`config.mk`:
```
export PLATFORM = sky130hd
export DESIGN_NAME = tile_scheduler
export DESIGN_NICKNAME = d
export VERILOG_FILES = /design/src/rtl/tile_scheduler_pkg.sv /design/src/rtl/tile_scheduler_counter3.sv /design/src/rtl/tile_scheduler.sv
export SDC_FILE = /design/constraint.sdc
export NUM_CORES = 1
export LEC_CHECK = 0
export CAP_MARGIN = 10
export CORE_ASPECT_RATIO = 2
export CORE_MARGIN = 2
export CORE_UTILIZATION = 36
export DETAILED_ROUTE_END_ITERATION = 12
export GPL_ROUTABILITY_DRIVEN = 0
export MAX_ROUTING_LAYER = met4
export PLACE_DENSITY = 0.7
export SLEW_MARGIN = 20
export SYNTH_ARGS = -nofsm -noshare
export SYNTH_HDL_FRONTEND = slang
export SYNTH_HIERARCHICAL = 1
export SYNTH_SLANG_ARGS = --single-unit
```
`constraint.sdc`:
```
create_clock -name clk -period 6 [get_ports clk]
set_clock_uncertainty 0.2 [all_clocks]
set_input_delay 1.2 -clock clk [delete_from_list [all_inputs] [get_ports clk]]
set_output_delay 1.2 -clock clk [all_outputs]
set_load 0.05 [all_outputs]
```
`src/rtl/tile_scheduler_pkg.sv`:
```
// Shared types and sizing for the tile scheduler: instruction word layout,
// FSM state encoding and the index width.
package tile_scheduler_pkg;

    localparam int IDX_W      = 8;
    localparam int INSTR_SIZE = 32;

    // Elaboration-time guard evaluated by the top module.
    localparam bit INSTR_FITS = (INSTR_SIZE >= 2 + 3 * IDX_W);

    // Declared MSB first: k_idx lands in the LSBs, first in the top used bit.
    typedef struct packed {
        logic             first;
        logic             last;
        logic [IDX_W-1:0] m_idx;
        logic [IDX_W-1:0] n_idx;
        logic [IDX_W-1:0] k_idx;
    } instr_t;

    typedef enum logic [1:0] {
        ST_IDLE,
        ST_ISSUE,
        ST_DRAIN,
        ST_FIN
    } sched_state_e;

    function automatic logic [INSTR_SIZE-1:0] pad_instr(instr_t i);
        pad_instr = '0;
        pad_instr[$bits(instr_t)-1:0] = i;
    endfunction

endpackage

```
`src/rtl/tile_scheduler_counter3.sv`:
```
// Nested k/n/m step counter: k is the innermost level, m the outermost.
// Each level wraps to zero when it is at its limit and the carry reaches it.
module tile_counter3
    import tile_scheduler_pkg::*;
(
    input  logic             clk,
    input  logic             rst,
    input  logic             clear,
    input  logic             inc,
    input  logic [IDX_W-1:0] m_tiles,
    input  logic [IDX_W-1:0] n_tiles,
    input  logic [IDX_W-1:0] k_tiles,
    output logic [IDX_W-1:0] m_idx,
    output logic [IDX_W-1:0] n_idx,
    output logic [IDX_W-1:0] k_idx,
    output logic             is_last_k,
    output logic             next_is_last_k,
    output logic             is_final
);

    localparam logic [IDX_W-1:0] IDX_ONE = IDX_W'(1);

    logic [IDX_W-1:0] lim [3];
    logic [IDX_W-1:0] idx [3];
    logic [2:0]       at_last;

    assign lim[0] = k_tiles;
    assign lim[1] = n_tiles;
    assign lim[2] = m_tiles;

    genvar gi;
    generate
        for (gi = 0; gi < 3; gi++) begin : g_level
            localparam logic [2:0] LOWER = 3'((1 << gi) - 1);
            logic [IDX_W-1:0] idx_reg;
            logic             carry;

            assign at_last[gi] = (idx_reg == lim[gi] - IDX_ONE);
            // A level steps only when every inner level is wrapping.
            assign carry       = inc && ((at_last & LOWER) == LOWER);
            assign idx[gi]     = idx_reg;

            always_ff @(posedge clk) begin
                if (rst || clear) begin
                    idx_reg <= '0;
                end else if (carry) begin
                    idx_reg <= at_last[gi] ? '0 : idx_reg + IDX_ONE;
                end
            end
        end
    endgenerate

    assign k_idx     = idx[0];
    assign n_idx     = idx[1];
    assign m_idx     = idx[2];
    assign is_last_k = at_last[0];
    assign is_final  = &at_last;

    // last flag of the step that follows the current one
    assign next_is_last_k = is_last_k ? (k_tiles == IDX_ONE)
                                      : (idx[0] + IDX_ONE == k_tiles - IDX_ONE);

endmodule

```
`src/rtl/tile_scheduler.sv`:
```
// Walks an M x N x K job through the controller's instruction port, limits
// output tiles in flight and reports completion once all tiles have drained.
module tile_scheduler
    import tile_scheduler_pkg::*;
#(
    parameter int MAX_OUT = 4,
    parameter int OUT_W   = 3
) (
    input  logic                  clk,
    input  logic                  rst,
    input  logic                  job_valid,
    output logic                  job_ready,
    input  logic [IDX_W-1:0]      job_m_tiles,
    input  logic [IDX_W-1:0]      job_n_tiles,
    input  logic [IDX_W-1:0]      job_k_tiles,
    output logic                  instr_valid,
    output logic [INSTR_SIZE-1:0] instr,
    input  logic                  ctrl_ready,
    input  logic                  tile_done,
    output logic                  busy,
    output logic                  done,
    output logic                  err
);

    generate
        if (!INSTR_FITS) begin : g_bad_instr_size
            $error("INSTR_SIZE cannot hold first, last and three indices");
        end
        if ((1 << OUT_W) <= MAX_OUT) begin : g_bad_out_w
            $error("OUT_W too narrow for MAX_OUT");
        end
    endgenerate

    localparam logic [OUT_W-1:0] OUT_ONE  = OUT_W'(1);
    localparam logic [OUT_W-1:0] OUT_FULL = OUT_W'(MAX_OUT);

    sched_state_e     state_reg, state_next;
    logic             instr_valid_reg, instr_valid_next;
    logic [OUT_W-1:0] outstanding_reg, outstanding_next;
    logic             err_reg, err_next;
    logic [IDX_W-1:0] m_tiles_reg, n_tiles_reg, k_tiles_reg;

    logic [IDX_W-1:0] m_idx, n_idx, k_idx;
    logic             is_last_k, next_is_last_k, is_final;
    logic             job_accept, zero_dim, step_accept, last_accept, bad_done;
    instr_t           cur_instr;

    tile_counter3 u_counter (
        .clk           (clk),
        .rst           (rst),
        .clear         (job_accept),
        .inc           (step_accept),
        .m_tiles       (m_tiles_reg),
        .n_tiles       (n_tiles_reg),
        .k_tiles       (k_tiles_reg),
        .m_idx         (m_idx),
        .n_idx         (n_idx),
        .k_idx         (k_idx),
        .is_last_k     (is_last_k),
        .next_is_last_k(next_is_last_k),
        .is_final      (is_final)
    );

    assign job_accept  = (state_reg == ST_IDLE) && job_valid;
    assign zero_dim    = (job_m_tiles == '0) || (job_n_tiles == '0) || (job_k_tiles == '0);
    assign step_accept = (state_reg == ST_ISSUE) && instr_valid_reg && ctrl_ready;
    assign last_accept = step_accept && is_last_k;
    // A drain pulse paired with a same-cycle last acceptance is a legal swap.
    assign bad_done    = tile_done && (outstanding_reg == '0) && !last_accept;

    always_comb begin
        outstanding_next = outstanding_reg;
        if (last_accept && !tile_done) begin
            outstanding_next = outstanding_reg + OUT_ONE;
        end else if (!last_accept && tile_done && outstanding_reg != '0) begin
            outstanding_next = outstanding_reg - OUT_ONE;
        end
    end

    always_comb begin
        state_next       = state_reg;
        instr_valid_next = 1'b0;
        err_next         = (job_accept ? zero_dim : err_reg) | bad_done;
        case (state_reg)
            ST_IDLE: begin
                if (job_valid) begin
                    state_next = zero_dim ? ST_FIN : ST_ISSUE;
                end
            end
            ST_ISSUE: begin
                if (step_accept) begin
                    if (is_final) begin
                        state_next = ST_DRAIN;
                    end else begin
                        instr_valid_next = !(next_is_last_k && outstanding_next >= OUT_FULL);
                    end
                end else if (instr_valid_reg) begin
                    instr_valid_next = 1'b1;
                end else begin
                    instr_valid_next = !(is_last_k && outstanding_next >= OUT_FULL);
                end
            end
            ST_DRAIN: begin
                if (outstanding_reg == '0) begin
                    state_next = ST_FIN;
                end
            end
            ST_FIN: begin
                state_next = ST_IDLE;
            end
            default: begin
                state_next = ST_IDLE;
            end
        endcase
    end

    always_ff @(posedge clk) begin
        if (rst) begin
            state_reg       <= ST_IDLE;
            instr_valid_reg <= 1'b0;
            outstanding_reg <= '0;
            err_reg         <= 1'b0;
            m_tiles_reg     <= '0;
            n_tiles_reg     <= '0;
            k_tiles_reg     <= '0;
        end else begin
            state_reg       <= state_next;
            instr_valid_reg <= instr_valid_next;
            outstanding_reg <= outstanding_next;
            err_reg         <= err_next;
            if (job_accept) begin
                m_tiles_reg <= job_m_tiles;
                n_tiles_reg <= job_n_tiles;
                k_tiles_reg <= job_k_tiles;
            end
        end
    end

    assign cur_instr = '{first: (k_idx == '0), last: is_last_k,
                         m_idx: m_idx, n_idx: n_idx, k_idx: k_idx};

    assign instr       = instr_valid_reg ? pad_instr(cur_instr) : '0;
    assign instr_valid = instr_valid_reg;
    assign job_ready   = (state_reg == ST_IDLE);
    assign busy        = (state_reg == ST_ISSUE) || (state_reg == ST_DRAIN);
    assign done        = (state_reg == ST_FIN);
    assign err         = err_reg;

endmodule
```
Word level (Yosys, flattened, before mapping)

Index checks and enable logic that the tools add are counted.

Register bits after elaboration: 55
Input bits: 29
Logic and storage cells: 81

$lt $le $gt $ge: 1
Eq/ne operators: 13
Add/sub/neg operators: 8
Reduce and logical (&&, ||, !) cells: 30
Muxes and demuxes: 17
Bitwise gates (word level): 2

Operators with widths:

| cell                | count |
|---|---|
| $eq 8x8->1          | 4 |
| $logic_not 8->1     | 4 |
| $mux 26             | 1 |
| $add 8x1->8 const B | 3 |
| $mux 8              | 3 |
| $sub 8x1->8 const B | 3 |
| $logic_and 1x1->1   | 12 |
| $mux 2              | 5 |
| $eq 8x1->1 const B  | 1 |
| $ne 2x2->1 const B  | 4 |
| $pmux 2 s4          | 1 |
| $eq 2x2->1 const B  | 3 |
| $mux 3              | 2 |
| $mux 1              | 5 |
| $logic_not 1->1     | 4 |
| $logic_or 1x1->1    | 4 |
| $reduce_and 4->1    | 1 |
| $add 3x1->3 const B | 1 |
| $ge 3x3->1 const B  | 1 |
| $logic_not 3->1     | 1 |
| $reduce_and 3->1    | 1 |
| $reduce_bool 3->1   | 1 |
| $sub 3x1->3 const B | 1 |
| $eq 2x1->1 const B  | 1 |
| 4 further kinds     | 4 |

Depth between registers and ports, before layout

Depth after elaboration: 14
Gate-level depth with buffers: 13

Modules after synthesis

The synthesis kept the hierarchy.

By module, submodules not included:

| module         | instances | area each (um^2) | cells each | sequential area each (um^2) |
|---|---|---|---|---|
| tile_counter3  | 1         | 2100.8           | 259        | 480.5 |
| tile_scheduler | 1         | 1621.6           | 212        | 620.6 |

Least setup slack after synthesis

Ideal clock, no wire load.

Path kind: register -> output
Start point: register instr_valid_reg (netlist: instr_valid)
End point: output port instr[25]
Arrival time: 2536 ps
Buffers on the path: 1
Setup slack: 2064 ps
Cell stages (with the launch flop): 4
Data required time: 4600 ps
Cells stage by stage: dfxtp_1 > buf_2 > inv_1 > nor4_1

Word-level cells in the longest chain between the ends: 1

RTL lines:

| what                   | RTL line              | source |
|---|---|---|
| from (decl)            | tile_scheduler.sv:38  | `logic instr_valid_reg, instr_valid_next;` |
| from (signal assigned) | tile_scheduler.sv:128 | `instr_valid_reg <= instr_valid_next;` |
| $mux 26                | tile_scheduler.sv:142 | `assign instr = instr_valid_reg ? pad_instr(cur_instr) : '0;` |
| to (decl)              | tile_scheduler.sv:17  | `output logic [INSTR_SIZE-1:0] instr,` |

Every way passes these cells.

Worst setup path after layout

Start point: register k_tiles_reg[0]
End point: output port instr[24]

Word-level cells in the longest chain between the ends: 3

RTL lines:

| what                   | RTL line                      | source |
|---|---|---|
| from (decl)            | tile_scheduler.sv:41          | `logic [IDX_W-1:0] m_tiles_reg, n_tiles_reg, k_tiles_reg;` |
| from (signal assigned) | tile_scheduler.sv:134         | `k_tiles_reg <= job_k_tiles;` |
| $sub 8x1->8            | tile_scheduler_counter3.sv:38 | `assign at_last[gi] = (idx_reg == lim[gi] - IDX_ONE);` |
| $eq 8x8->1             | tile_scheduler_counter3.sv:38 |  |
| net is_last_k          | tile_scheduler.sv:44          | `logic is_last_k, next_is_last_k, is_final;` |
| $mux 26                | tile_scheduler.sv:142         |  |

The timed path passes the listed nets, and every way through them passes these cells.

==> load_flow_metrics.sql <==
INSERT INTO impl_metrics (metric_group, metric, value, unit) VALUES
('status', 'outcome', 'finished clean', ''),
('floorplanning', 'core', '10080', 'um^2'),
('floorplanning', 'std_cell_rows', '52', ''),
('run', 'drv.max_cap_violation_count', '0', ''),
('clocking', 'buffers_inserted_during_post_cts_setup_optimization', '0', ''),
('power_and_ir_drop', 'peakVddDrop', '0.2813', 'mV'),
('hold_path', 'timing.hold.worst.class', 'flop to flop', ''),
('clocking', 'cts.path.max_buffers', '2', ''),
('yosys', 'ys_seq_area_frac', '0.2958', ''),
('routing', 'drt_pre_antenna_iters', '5', ''),
('yosys', 'synthCells', '471', ''),
('clocking', 'tritoncts.num_buffers', '5', ''),
('timing', 'setup_tns', '0', 'ns'),
('routing', 'vias_per_cell', '5.123', ''),
('timing', 'final.period_utilization', '0.7986', ''),
('clocking', 'cts_htree_levels', '2', ''),
('finish', 'layout-area-overhead-vs-synth', '22.89', '%'),
('critical_path', 'critical_path.reg2reg.startpoint', 'n_tiles_reg[0]', ''),
('yosys', 'ys_warnings', '6', ''),
('critical_path', 'critical-path-slowest-cell', 'sky130_fd_sc_hd__clkdlybuf4s50_1', ''),
('yosys', 'mappedNetlistArea', '3722', 'um^2'),
('finish', 'layout.nets', '563', ''),
('routing', 'detailroute.via_count', '3361', ''),
('hold_path', 'min-delay-start', 'm_tiles_reg[7]', ''),
('yosys', 'yosys.area.top_type_share', '0.2958', ''),
('routing', 'ant_nets', '0', ''),
('timing', 'rsz0062_at_grt', 'false', ''),
('routing', 'post_drt_wl_per_cell', '14.43', 'um'),
('routing', 'drt-initial-drc-count', '284', ''),
('finish', 'layout_cells_sized_above_1', '0.06334', ''),
('clocking', 'clockRootBuffer', 'sky130_fd_sc_hd__clkbuf_16', ''),
('critical_path', 'critical_path.reg2reg.endpoint', 'state_reg[0]', ''),
('routing', 'wirelength', '9464', 'um'),
('grt', 'grt_start_max_net_pins', '36', ''),
('timing', 'timing.final.hold_violations', '0', ''),
('timing', 'slew_viol_final', '0', ''),
('floorplanning', 'dieHeight', '147.8', 'um'),
('critical_path', 'worstPathMaxFanout', '9', ''),
('clocking', 'worstSkewPairLatency', '0.30', 'ns'),
('grt', 'track_usage', '0.1766', ''),
('grt', 'initial_antenna_violation_count', '0', ''),
('timing', 'max_clock_freq', '208.7', 'MHz'),
('timing', 'timing.final.setup_violations', '0', ''),
('critical_path', 'startpoint_type', 'flop', ''),
('floorplanning', 'die_w', '75.90', 'um'),
('floorplanning', 'num_io_pins', '66', ''),
('clocking', 'clock_sinks', '55', ''),
('clocking', 'clock_tree_from_tritoncts', 'built', ''),
('critical_path', 'number_of_cells_traversed_by_the_worst_register_to_register_path', '12', ''),
('timing', 'actual_slew_at_the_worst_max_slew_pin', '0.8868', 'ns'),
('yosys', 'library_cell_occupying_the_most_area_in_the_post_synthesis_netlist', 'sky130_fd_sc_hd__dfxtp_1', ''),
('yosys', 'synthDistinctLibCells', '66', ''),
('hold_path', 'whs_endpoint', 'm_tiles_reg[7]', ''),
('timing', 'timing.slew.headroom', '0.4080', ''),
('floorplanning', 'die-area', '11220', 'um^2'),
('finish', 'postLayoutCellArea', '4574', 'um^2'),
('yosys', 'synth_area_per_cell', '7.903', 'um^2'),
('yosys', 'synth.mux.area_fraction', '0.01412', ''),
('yosys', 'post_synthesis_share_of_cell_area_spent_on_xor_and_xnor_gates', '0.1287', ''),
('yosys', 'synth-edff-count', '0', ''),
('yosys', 'largest_family_of_logic_cells_by_synthesized_area', 'simple AND/OR/NAND/NOR gates', ''),
('grt', 'grt_overflow_total', '0', ''),
('hold_path', 'holdPathStages', '2', ''),
('grt', 'wire_length_of_the_first_global_routing_pass', '15770', 'um'),
('yosys', 'postSynth.asyncResetShare', '0', ''),
('yosys', 'post_synth_and_or_nand_nor_area_fraction', '0.3355', ''),
('critical_path', 'crit_chain', 'inv_1 -> ha_1 -> xor2_1 -> nand3_4 -> a2111o_1 -> nor2_2 -> nand2_4 -> inv_6 -> and2_1 -> clkdlybuf4s50_1', ''),
('critical_path', 'slowest_delay', '0.81', 'ns'),
('yosys', 'cell_types_with_the_largest_area_share_after_synthesis', 'sky130_fd_sc_hd__dfxtp_1 30%, sky130_fd_sc_hd__nand2_1 7.7%, sky130_fd_sc_hd__xnor2_1 6.8%', ''),
('yosys', 'synth_most_common_cell', 'sky130_fd_sc_hd__nand2_1', ''),
('timing', 'shortest_period_the_worst_path_allows', '4.792', 'ns');
==> placed cells by master (no fill, tap or decap), types with 3 or more instances in the layout <==
master	count
sky130_fd_sc_hd__a211oi_1	3
sky130_fd_sc_hd__a21oi_1	34
sky130_fd_sc_hd__a31oi_1	3
sky130_fd_sc_hd__and2_1	25
sky130_fd_sc_hd__and3_1	3
sky130_fd_sc_hd__and4_1	3
sky130_fd_sc_hd__clkbuf_16	5
sky130_fd_sc_hd__clkdlybuf4s50_1	59
sky130_fd_sc_hd__conb_1	6
sky130_fd_sc_hd__dfxtp_1	55
sky130_fd_sc_hd__ha_1	14
sky130_fd_sc_hd__inv_1	16
sky130_fd_sc_hd__mux2i_1	3
sky130_fd_sc_hd__nand2_1	76
sky130_fd_sc_hd__nand2b_1	3
sky130_fd_sc_hd__nand3_1	17
sky130_fd_sc_hd__nand4_1	7
sky130_fd_sc_hd__nor2_1	36
sky130_fd_sc_hd__nor2b_1	6
sky130_fd_sc_hd__nor3_1	12
sky130_fd_sc_hd__nor3b_1	5
sky130_fd_sc_hd__nor4_1	6
sky130_fd_sc_hd__o21ai_0	6
sky130_fd_sc_hd__o21ai_1	5
sky130_fd_sc_hd__o21bai_1	3
sky130_fd_sc_hd__o31ai_1	3
sky130_fd_sc_hd__or4_1	8
sky130_fd_sc_hd__xnor2_1	29
sky130_fd_sc_hd__xor2_1	23
==> logic make-up after synthesis <==
logic type / after synthesis
flip-flops: 55
AND/OR/NAND/NOR: 229
AO/OA/AOI/OAI: 73
multiplexers: 5
buffers and inverters: 41
adder cells (fa/ha/maj): 14
other: 1
XOR/XNOR: 53
==> routing by layer <==
layer / global-route usage / up-vias / share of wire
li1: - / 1705 / -
met1: 0.1741 / 1542 / 0.40
met2: 0.3250 / 89 / 0.53
met3: 0.02625 / 25 / 0.037
met4: 0.1045 / 0 / 0.037
met5: - / - / 0
==> where the power goes <==
group          switching, mW  leakage (nW)  internal [mW]
registers             0.0626         0.448          0.408
clock network          0.139        0.0875          0.210
logic                  0.381          1.16          0.244
==> final cells by class <==
class | count | area [um^2] | area share
multi-input combinational | 380 | 2456 | 0.5369
timing repair buffer | 60 | 598.1 | 0.1307
tap | 135 | 168.9 | 0.03693
sequential | 55 | 1101 | 0.2407
inverter | 18 | 72.57 | 0.01586
clock inverter | 2 | 38.79 | 0.008479
clock buffer | 6 | 138.9 | 0.03036
==> worst max-delay path by stage <==
stage / start / to / depth (start not counted) / slack (ns)
global route: k_tiles_reg[0] / instr[24] / 10 / 1.01
CTS: k_tiles_reg[0] / instr[24] / 10 / 1.21
finish: k_tiles_reg[0] / instr[24] / 10 / 1.21
global placement: k_tiles_reg[0] / instr[24] / 10 / 1.66
floorplan: instr_valid / instr[25] / 3 / 2.06
detailed placement: k_tiles_reg[0] / instr[24] / 10 / 1.58
==> per-stage QoR <==
stage	std cells	hold WS [ns]	utilization	power, mW	setup WS, ns
4_1_cts	656	0.2795	0.4536	1.449	1.209
3_5_place_dp	648	0.2677	0.4360	1.101	1.576
5_1_grt	656	0.2986	0.4536	1.530	1.011
3_3_place_gp	648	0.2578	0.4360	1.077	1.658
6_report	656	0.2776	0.4536	1.444	1.208
2_1_floorplan	476	0.2478	-	0.9573	2.064
==> critical path, delay by kind of cell, from the launching register on <==
family | cells | cell delay [ns]
simple gates | 4 | 0.55
compound gates | 1 | 0.47
buf+inv | 3 | 1.04
xor+xnor | 1 | 0.24
fa+ha+maj | 1 | 0.34
flops | 1 | 0.44
No activity file was read; power rests on OpenSTA's default activity.
